File: src/rtl/pipe_skid_slice.sv
// rtl/pipe_skid_slice.sv - two-entry valid/ready skid slice between pipeline stages
// Optional build macro PIPE_SKID_SLICE_PERF_EN adds stall_cnt/full_cnt performance counters.
module pipe_skid_slice #(
    parameter int               WIDTH     = 32,
    parameter logic [WIDTH-1:0] RESET_VAL = '0
) (
    input  logic             clock,
    input  logic             reset,
    input  logic             flush,
    input  logic             in_valid,
    output logic             in_ready,
    input  logic [WIDTH-1:0] in_data,
    output logic             out_valid,
    input  logic             out_ready,
    output logic [WIDTH-1:0] out_data
`ifdef PIPE_SKID_SLICE_PERF_EN
    ,
    output logic [31:0]      stall_cnt,
    output logic [31:0]      full_cnt
`endif
);

    typedef enum logic [1:0] {
        ST_EMPTY = 2'd0,
        ST_ONE   = 2'd1,
        ST_FULL  = 2'd2
    } state_t;

    state_t           r_state;
    state_t           w_state_nxt;
    logic [WIDTH-1:0] r_main;
    logic [WIDTH-1:0] r_skid;
    logic [WIDTH-1:0] w_main_nxt;
    logic [WIDTH-1:0] w_skid_nxt;
    logic             w_in_fire;
    logic             w_out_fire;

    // Handshake outputs depend on registered state only, never on out_ready.
    assign out_valid  = (r_state != ST_EMPTY);
    assign in_ready   = (r_state != ST_FULL);
    assign out_data   = r_main;
    assign w_in_fire  = in_valid & in_ready;
    assign w_out_fire = out_valid & out_ready;

    always_ff @(posedge clock) begin
        if (reset) begin
            r_state <= ST_EMPTY;
            r_main  <= RESET_VAL;
            r_skid  <= RESET_VAL;
        end else begin
            r_state <= w_state_nxt;
            r_main  <= w_main_nxt;
            r_skid  <= w_skid_nxt;
        end
    end

    always_comb begin
        w_state_nxt = r_state;
        w_main_nxt  = r_main;
        w_skid_nxt  = r_skid;
        case (r_state)
            ST_EMPTY: begin
                if (w_in_fire) begin
                    w_state_nxt = ST_ONE;
                    w_main_nxt  = in_data;
                end
            end
            ST_ONE: begin
                if (w_in_fire && w_out_fire) begin
                    w_main_nxt  = in_data;
                end else if (w_in_fire) begin
                    w_state_nxt = ST_FULL;
                    w_skid_nxt  = in_data;
                end else if (w_out_fire) begin
                    w_state_nxt = ST_EMPTY;
                end
            end
            ST_FULL: begin
                if (w_out_fire) begin
                    w_state_nxt = ST_ONE;
                    w_main_nxt  = r_skid;
                end
            end
            default: begin
                w_state_nxt = ST_EMPTY;
            end
        endcase
        // Flush drops everything held plus any same-cycle accept; data contents become don't-care.
        if (flush) begin
            w_state_nxt = ST_EMPTY;
            w_main_nxt  = r_main;
            w_skid_nxt  = r_skid;
        end
    end

`ifdef PIPE_SKID_SLICE_PERF_EN
    logic [31:0] r_stall_cnt;
    logic [31:0] r_full_cnt;

    always_ff @(posedge clock) begin
        if (reset) begin
            r_stall_cnt <= 32'd0;
            r_full_cnt  <= 32'd0;
        end else begin
            if (out_valid && !out_ready) begin
                r_stall_cnt <= r_stall_cnt + 32'd1;
            end
            if (r_state == ST_FULL) begin
                r_full_cnt <= r_full_cnt + 32'd1;
            end
        end
    end

    assign stall_cnt = r_stall_cnt;
    assign full_cnt  = r_full_cnt;
`endif

endmodule

File: config.mk
export PLATFORM = sky130hd
export DESIGN_NAME = pipe_skid_slice
export DESIGN_NICKNAME = d
export VERILOG_FILES = /design/src/rtl/pipe_skid_slice.sv
export SDC_FILE = /design/constraint.sdc
export NUM_CORES = 1
export LEC_CHECK = 0
export CAP_MARGIN = 20
export CORE_AREA = 4 4 124 67
export DETAILED_ROUTE_END_ITERATION = 8
export DIE_AREA = 0 0 128 71
export DONT_BUFFER_PORTS = 1
export PLACE_DENSITY = 0.53
export SLEW_MARGIN = 15
export SYNTH_ARGS = -nofsm -noshare
export SYNTH_HDL_FRONTEND = slang
export SYNTH_SLANG_ARGS = --single-unit
File: constraint.sdc
create_clock -name clock -period 4.55 [get_ports clock]
set_clock_uncertainty 0.05 [all_clocks]
set_input_delay 0.2275 -clock clock [delete_from_list [all_inputs] [get_ports clock]]
set_output_delay 0.2275 -clock clock [all_outputs]
set_load 0.03 [all_outputs]
# Word level (Yosys, flattened, before mapping)
# Index checks and enable logic that the tools add are counted.
dict set report word_totals {
  romBits 0
  out_inout_bits 34
  reg_bits 66
  mem_bits_rw 0
  latch_bits 0
  memories 0
}
dict set report op_classes {
  reduce_logical 8
  order_cmp 0
  shifts 0
  mux 10
  n_eq_ne 8
  add_sub_neg 0
  div_mod_pow 0
  bitwise_logic 4
  mul 0
}
# cell n
set ops {}
lappend ops {{$mux 32} 3}
lappend ops {{$pmux 32 s3} 1}
lappend ops {{$mux 2} 5}
lappend ops {{$ne 2x2->1 const B} 5}
lappend ops {{$reduce_and 4->1} 2}
lappend ops {{$pmux 2 s3} 1}
lappend ops {{$reduce_and 5->1} 1}
lappend ops {{$ne 3x3->1 const B} 1}
lappend ops {{$reduce_bool 3->1} 1}
lappend ops {{$and 1x1->1} 2}
lappend ops {{$eq 2x1->1 const B} 1}
lappend ops {{$eq 2x2->1 const B} 1}
lappend ops {{$logic_not 2->1} 1}
lappend ops {{$not 1->1} 2}
lappend ops {{$reduce_bool 2->1} 1}
lappend ops {{$reduce_or 2->1} 1}
lappend ops {{$logic_and 1x1->1} 1}

# Depth between registers and ports, before layout
# Gate-level depths: netlist of run 1.
dict set report logic_depth {
  word_depth 6
  mapped_depth 6
  mapped_depth_nobuf 4
}

# Worst setup path after synthesis of run 1
# OpenSTA, ideal clock, no wires.
dict set report synth_timing {
  path_kind {reg-to-reg}
  from {reg r_state[1]}
  to {reg r_main[22], in the netlist out_data[22]}
  synth_period_minus_slack_ps 1437
  arrival_time_ps 1317
  path_stages_with_launch 6
  required_ps 4430
  setup_slack_ps 3113
  setup_time_ps 70
  path_cell_list {dfxtp_1 and2b_1 a21oi_4 clkbuf_1 o21ai_0 a21oi_1}
}
dict set report synth_via {
  elab_chain_cells 5
}
# element line_no
set synth_lines {}
lappend synth_lines {{start: declaration} 29} ;# state_t r_state;
lappend synth_lines {{start signal: assignment} 51} ;# r_state <= w_state_nxt;
lappend synth_lines {{$ne 2x2->1 / $reduce_bool 2->1 (equally long branches)} {40, 39}}
lappend synth_lines {{$and 1x1->1 (on tied branches)} {42, 43}}
lappend synth_lines {{$logic_and 1x1->1} 69} ;# if (w_in_fire && w_out_fire) begin
lappend synth_lines {{$ne 2x2->1 (no source line)} -}
lappend synth_lines {{$reduce_and 5->1 (no source line)} -}
lappend synth_lines {{end signal: assignment} 52} ;# r_main <= w_main_nxt;
lappend synth_lines {{end: declaration} 31} ;# logic [WIDTH-1:0] r_main;
# Parallel ways exist; a longest one is shown, timed or not.
# A chain may end at the register's enable or synchronous reset.

# Worst setup path after layout of run 1
dict set report layout_timing {
  from {reg r_state[0]}
  to {reg r_main[2], in the netlist out_data[2]}
}
dict set report layout_via {
  elab_chain_cells 5
}
# element line_no
set layout_lines {}
lappend layout_lines {{$ne 2x2->1 *} 40} ;# assign in_ready = (r_state != ST_FULL);
lappend layout_lines {{via in_ready} 11} ;# output logic in_ready,
lappend layout_lines {{$and 1x1->1 *} 42} ;# assign w_in_fire = in_valid & in_ready;
lappend layout_lines {{$logic_and 1x1->1} 69}
lappend layout_lines {{$ne 2x2->1 (no source line)} -}
lappend layout_lines {{$reduce_and 5->1 (no source line) *} -}
# Mark *: on every way through the listed nets, which the timed path passes. The rest lies on a longest branch.

==> results.json, run 1 <==
{
  "clk_latency_ns": 0.33,
  "initial_utilization_pct": 39.5,
  "synth_cells": 337,
  "slew_violations": 0,
  "num-fill-cells": 690,
  "multi_input_area_sq_um": 1370,
  "relSlewSlack_pct": 53.0,
  "power.total_w": 0.00145,
  "drt_first_iter_violations": 152,
  "synth_nets": 374,
  "coreArea_sq_um": 7160,
  "gp_congestion": 0.745,
  "hold_class": "input pin to flip-flop",
  "required_ns": 4.76,
  "die_height_microns": 71,
  "instances_no_fill": 457,
  "fmax_ghz": 0.509,
  "grt_usage_pct": 17.1,
  "regArea_sq_um": 1320,
  "wirelength_mm": 7.47,
  "critPathMaxFanout": 27,
  "clockRootBuffer": "clkbuf_16",
  "clk_pin_slew_ns": 0.05,
  "io_pins": 71,
  "clock_path_buffers": 2,
  "criticalPathCategory": "flip-flop to flip-flop",
  "grt_overflow": 0,
  "hold_viol_final": 0,
  "htreeDepth": 3,
  "rsz0062_at_grt": "no",
  "crit_path_start_kind": "flip-flop",
  "yosysSeqAreaShare_pct": 46.8,
  "die_area_sq_um": 9090,
  "post-dp-hpwl_mm": 4.33,
  "num_vias": 2381,
  "outcome": "complete, no violations",
  "period_share_pct": 43.2,
  "cts-buffers-inserted": 9,
  "grt_start_max_net_pins": 68,
  "antenna_left": 0,
  "endpoint_kind": "flip-flop",
  "final.min_clock_period_ns": 1.97,
  "wl_per_cell_microns": 16.4,
  "die_w_microns": 128,
  "worst_pin_slew_ns": 0.705,
  "post-place-ws_ns": 2.60,
  "drt-pass1-iter-count": 4,
  "syn_avg_cell_area_sq_um": 8.38,
  "vias_per_cell": 5.21,
  "n_antenna_cell": 0,
  "row_count": 22,
  "fin_tns_setup_ns": 0,
  "synth_seq_cells": 66,
  "io_buffers": 0,
  "total_leakage_power_nw": 1.41,
  "worst_slack_ns": 2.58,
  "cap_violations": 0,
  "cts.sinks": 66,
  "antenna_found_initial": 1,
  "post-cts-setup-buffers": 0,
  "drive_above_1_share_pct": 6.37,
  "yosysWarnings": 0,
  "grt_pass1_vias": 2317,
  "critical_path_arrival_ns": 2.17,
  "grt_pass1_wl_mm": 12.2,
  "dp.cells": 406,
  "drcViolationCount": 0,
  "syn_to_final_growth_pct": 25.0,
  "cts_tree": "yes",
  "synth.distinct_cells": 21,
  "setup-violations-final": 0,
  "synthesis.area_sq_um": 2830,
  "nNetsFinal": 393,
  "ir_drop_mv": 0.223,
  "power_density_nw_per_um2": 411
}
final cells by class:
class | count | share of cell area, %
clock buffers | 15 | 8.15
clock inverters | 1 | 0.850
multi-input cells | 240 | 38.7
flip-flops and latches | 66 | 37.4
well taps | 96 | 3.40
repair buffers | 39 | 11.5
placed cells by master (no fill, tap or decap), types with 2 or more instances in the layout:
master         synthesis  routed
nand2_1               66      66
nand2b_1               3       2
o21ai_1                6       6
dlygate4sd3_1          0      34
o21ai_0               26      26
clkbuf_16              0       9
buf_4                  1       3
clkbuf_8               0       4
a21oi_1               65      65
clkbuf_1              24       2
or3_1                 33      33
mux2i_1               32      32
dfxtp_1               66      66
synthesized netlist by cell type:
cell | count | area, sq um
or2_2 | 1 | 6.26
and2b_1 | 1 | 7.51
o21a_1 | 1 | 7.51
nor3_2 | 1 | 10.0
nor3_1 | 1 | 5.00
mux2i_1 | 32 | 320
clkbuf_1 | 24 | 90.1
dfxtp_1 | 66 | 1320
a2111oi_0 | 1 | 8.76
o22a_1 | 1 | 8.76
buf_2 | 3 | 15.0
nand2_1 | 66 | 248
a21oi_4 | 1 | 16.3
buf_4 | 1 | 7.51
and3b_1 | 1 | 8.76
o21ai_0 | 26 | 130
buf_6 | 3 | 33.8
a21oi_1 | 65 | 325
or3_1 | 33 | 206
o21ai_1 | 6 | 30.0
nand2b_1 | 3 | 18.8
worst max-delay path: stages, from the launching register on:
cell	delay, ns
dfxtp_1	0.38
nand2b_2	0.28
buf_4	0.51
mux2i_1	0.17
or3_1	0.32
a21oi_1	0.14
registers in the layout (all words and copies together) (netlist names):
register,flops
out_data,32
r_skid,32
r_state,2
cells by family (layout without fill, tap and decap cells):
| kind of cell | count (synthesis) | in the layout | share of synthesized area (%) |
|---|---|---|---|
| DFF | 66 | 66 | 46.8 |
| and+or+nand+nor | 107 | 107 | 18.1 |
| buffers and inverters | 31 | 55 | 5.18 |
| AOI/OAI and AO/OA | 101 | 101 | 18.6 |
| muxes | 32 | 32 | 11.3 |
through the flow:
step                      hold slack (ns)  instance area [sq um]  util, %
after detailed placement            0.254                   2850     39.8
after floorplan                     0.269                   2830        -
after global routing               0.0336                   3530     49.3
after global placement              0.253                   2830     39.5
after CTS                          0.0184                   3530     49.3
final                              0.0373                   3530     49.3
per-layer routing:
metal / up-vias / wire [microns] / track usage, %
li1: 1209 / - / -
met1: 1102 / 3760 / 23.7
met3: 11 / 658 / 8.45
met2: 57 / 2950 / 22.8
met5: - / 11 / 0
met4: 2 / 94 / 5.88
report_power, final:
| group | total [W] | switching (W) | internal, W |
|---|---|---|---|
| combinational | 0.0000939 | 0.0000465 | 0.0000475 |
| clock | 0.000725 | 0.000241 | 0.000484 |
| sequential | 0.000633 | 0.0000378 | 0.000595 |
final timing paths:
| check | startpoint | to | slack [ns] | cells after the start |
|---|---|---|---|---|
| max reg2reg | r_state[0] | out_data[2] | 2.58 | 5 |
| min | flush | out_data[26] | 0.04 | 2 |
| max | r_state[0] | out_data[2] | 2.58 | 5 |
| min reg2reg | r_skid[29] | r_skid[29] | 0.40 | 2 |
timing repair:
action | 4_1_cts | 5_1_grt
endpoints found under the hold margin | 66 | 0
gates resized for setup | 0 | 0
hold buffers | 35 | 0
No activity file was read; power rests on OpenSTA's default activity.
==> run 2: changes to the inputs <==
ABC_AREA = 1   (was default)
CORE_AREA = 4 4 132 71   (was 4 4 124 67)
DIE_AREA = 0 0 136 75   (was 0 0 128 71)
clock period = 1.9 ns   (was 4.55 ns; I/O delays follow)
==> results.json, run 2 <==
{
  "outcome": "complete, no violations",
  "clk_pin_slew_ns": 0.05,
  "synth_seq_cells": 66,
  "multi_input_area_sq_um": 1560,
  "die_height_microns": 75,
  "io_pins": 71,
  "cts.sinks": 66,
  "post-dp-hpwl_mm": 6.35,
  "drcViolationCount": 0,
  "synth_area_leaders": "dfxtp_1 (41%), nand2_1 (16%), nand3_1 (15%)",
  "setup-violations-final": 0,
  "total_leakage_power_nw": 1.78,
  "worst-path-buf-inv": 1,
  "power_density_nw_per_um2": 894,
  "hold_viol_final": 0,
  "grt_pass1_vias": 2956,
  "synth_top_cell_area_share_pct": 41.2,
  "synth_common_cells": "nand2_1 (137), nand3_1 (96), dfxtp_1 (66)",
  "io_buffers": 0,
  "antenna_left": 0,
  "synth.distinct_cells": 19,
  "nNetsFinal": 552,
  "period_share_pct": 90.0,
  "num-fill-cells": 885,
  "slew_violations": 0,
  "cp_slowest_cell": "dfxtp_1",
  "final.min_clock_period_ns": 1.71,
  "rsz0062_at_grt": "no",
  "drive_above_1_share_pct": 8.27,
  "yosysWarnings": 0,
  "regArea_sq_um": 1320,
  "utilization_pct": 48.1,
  "synth_top_area_cell": "dfxtp_1",
  "crit_family": "simple AND/OR/NAND/NOR gates",
  "antenna_found_initial": 0,
  "hold_class": "input pin to flip-flop",
  "clock_path_buffers": 2,
  "endpoint_kind": "flip-flop",
  "num_vias": 3181,
  "post-cts-setup-buffers": 0,
  "drt-pass1-iter-count": 4,
  "clk_latency_ns": 0.33,
  "htreeDepth": 3,
  "n_antenna_cell": 0,
  "fmax_ghz": 0.585,
  "vias_per_cell": 4.99,
  "grt_overflow": 0,
  "ir_drop_mv": 0.476,
  "criticalPathCategory": "flip-flop to flip-flop",
  "syn_avg_cell_area_sq_um": 6.58,
  "crit_path_start_kind": "flip-flop",
  "row_count": 24,
  "crit_path_cell_trace": "nor2_1 > nor2_1 > nand2_4 > nand2_4 > buf_4 > nand3_1 > nand2_1 > nor2_1",
  "gp_congestion": 0.807,
  "worst_pin_slew_ns": 0.479,
  "die_area_sq_um": 10200,
  "critical_path_arrival_ns": 1.88,
  "grt_pass1_wl_mm": 15.7,
  "yosysSeqAreaShare_pct": 41.2,
  "cap_violations": 0,
  "initial_utilization_pct": 38.6,
  "cts_tree": "yes",
  "synthFlopType": "dfxtp_1",
  "final_cell_mix": "nand2_1 (137), nand3_1 (96), dfxtp_1 (66)",
  "cp_common_cell": "nor2_1",
  "async_reset_ff_share_pct": 0,
  "required_ns": 2.07,
  "wl_per_cell_microns": 15.3,
  "critPathMaxFanout": 24,
  "cts-buffers-inserted": 9,
  "fin_tns_setup_ns": 0,
  "layout_commonest_cell": "nand2_1",
  "clockRootBuffer": "clkbuf_16",
  "synth_nets": 525,
  "grt_start_max_net_pins": 65,
  "grt_usage_pct": 20.1,
  "synthesis.area_sq_um": 3210,
  "drt_first_iter_violations": 244,
  "crit_path_max_incr_delay_ns": 0.46,
  "synth-edff-count": 0,
  "syn_to_final_growth_pct": 24.6,
  "die_w_microns": 136,
  "relSlewSlack_pct": 68.0,
  "synth_cells": 488,
  "power.total_w": 0.00357,
  "coreArea_sq_um": 8320,
  "yosysMostFrequentCell": "nand2_1",
  "wirelength_mm": 9.76
}
==> run 2: cell count changes after synthesis, sizes merged, moves of 2 or more <==
cell    delta
nand2     +76
o21ai     -31
buf       +25
nand3     +96
nand2b     -3
nor2      +39
a21oi      -2
clkbuf    -18
mux2i     -32
inv       +39
or3       -33
==> run 2: tightest hold or removal path, stage by stage <==
cell and delay [ns]:
nand2_1 0.04, nand2_1 0.04, inv_1 0.04, nand3_1 0.07, nand2_1 0.06, nor2_1 0.03
==> run 2: worst paths after layout <==
kind	endpoint	depth (start not counted)	slack, ns	from
hold reg to reg	r_skid[7]	2	0.41	r_skid[7]
setup / recovery	out_data[23]	8	0.19	r_state[1]
hold / removal	out_data[17]	6	0.04	in_data[17]
setup reg to reg	out_data[23]	8	0.19	r_state[1]
==> run 2: cell families after synthesis <==
kind of cell	synth area share, %
AO/OA/AOI/OAI	10.7
buffers and inverters	10.4
flip-flops	41.2
AND/OR/NAND/NOR	37.8
==> run 2: where the power goes <==
| part | internal, W | total, W | switching (W) |
|---|---|---|---|
| Sequential | 0.00145 | 0.00161 | 0.000156 |
| Combinational | 0.000171 | 0.000398 | 0.000227 |
| Clock | 0.000986 | 0.00157 | 0.000582 |
==> run 2: metrics by stage <==
step / instance area [sq um] / hold slack [ns] / std cells / worst slack [ns]
after floorplan: 3210 / 0.123 / 488 / 0.468
after global placement: 3340 / 0.119 / 584 / 0.240
after detailed placement: 3340 / 0.120 / 584 / 0.194
after CTS: 4000 / 0.0280 / 637 / 0.194
after global routing: 4000 / 0.0729 / 637 / 0.0265
final: 4000 / 0.0377 / 637 / 0.191
==> run 2: per-layer routing <==
| metal | wire length, microns | vias up | share of wire, % | GRT usage, % |
|---|---|---|---|---|
| met3 | 1120 | 9 | 11 | 9.01 |
| met5 | 0 | - | 0 | 0 |
| met1 | 4690 | 1446 | 48 | 29.2 |
| li1 | - | 1620 | - | - |
| met2 | 3850 | 106 | 39 | 26.8 |
| met4 | 104 | 0 | 1.1 | 5.03 |
==> run 2: layout make-up <==
| type | instances | share of cell area [%] |
|---|---|---|
| Clock buffer | 14 | 6.85 |
| Sequential cell | 66 | 33.0 |
| Clock inverter | 2 | 0.250 |
| Tap cell | 117 | 3.66 |
| Multi-Input combinational cell | 345 | 38.9 |
| Inverter | 39 | 3.66 |
| Timing Repair Buffer | 54 | 13.6 |
==> run 2: repair_timing <==
action	in CTS	in global routing
endpoints found under the hold margin	34	0
endpoints found under the setup margin	0	0
resized for setup	0	0
hold buffers	37	0
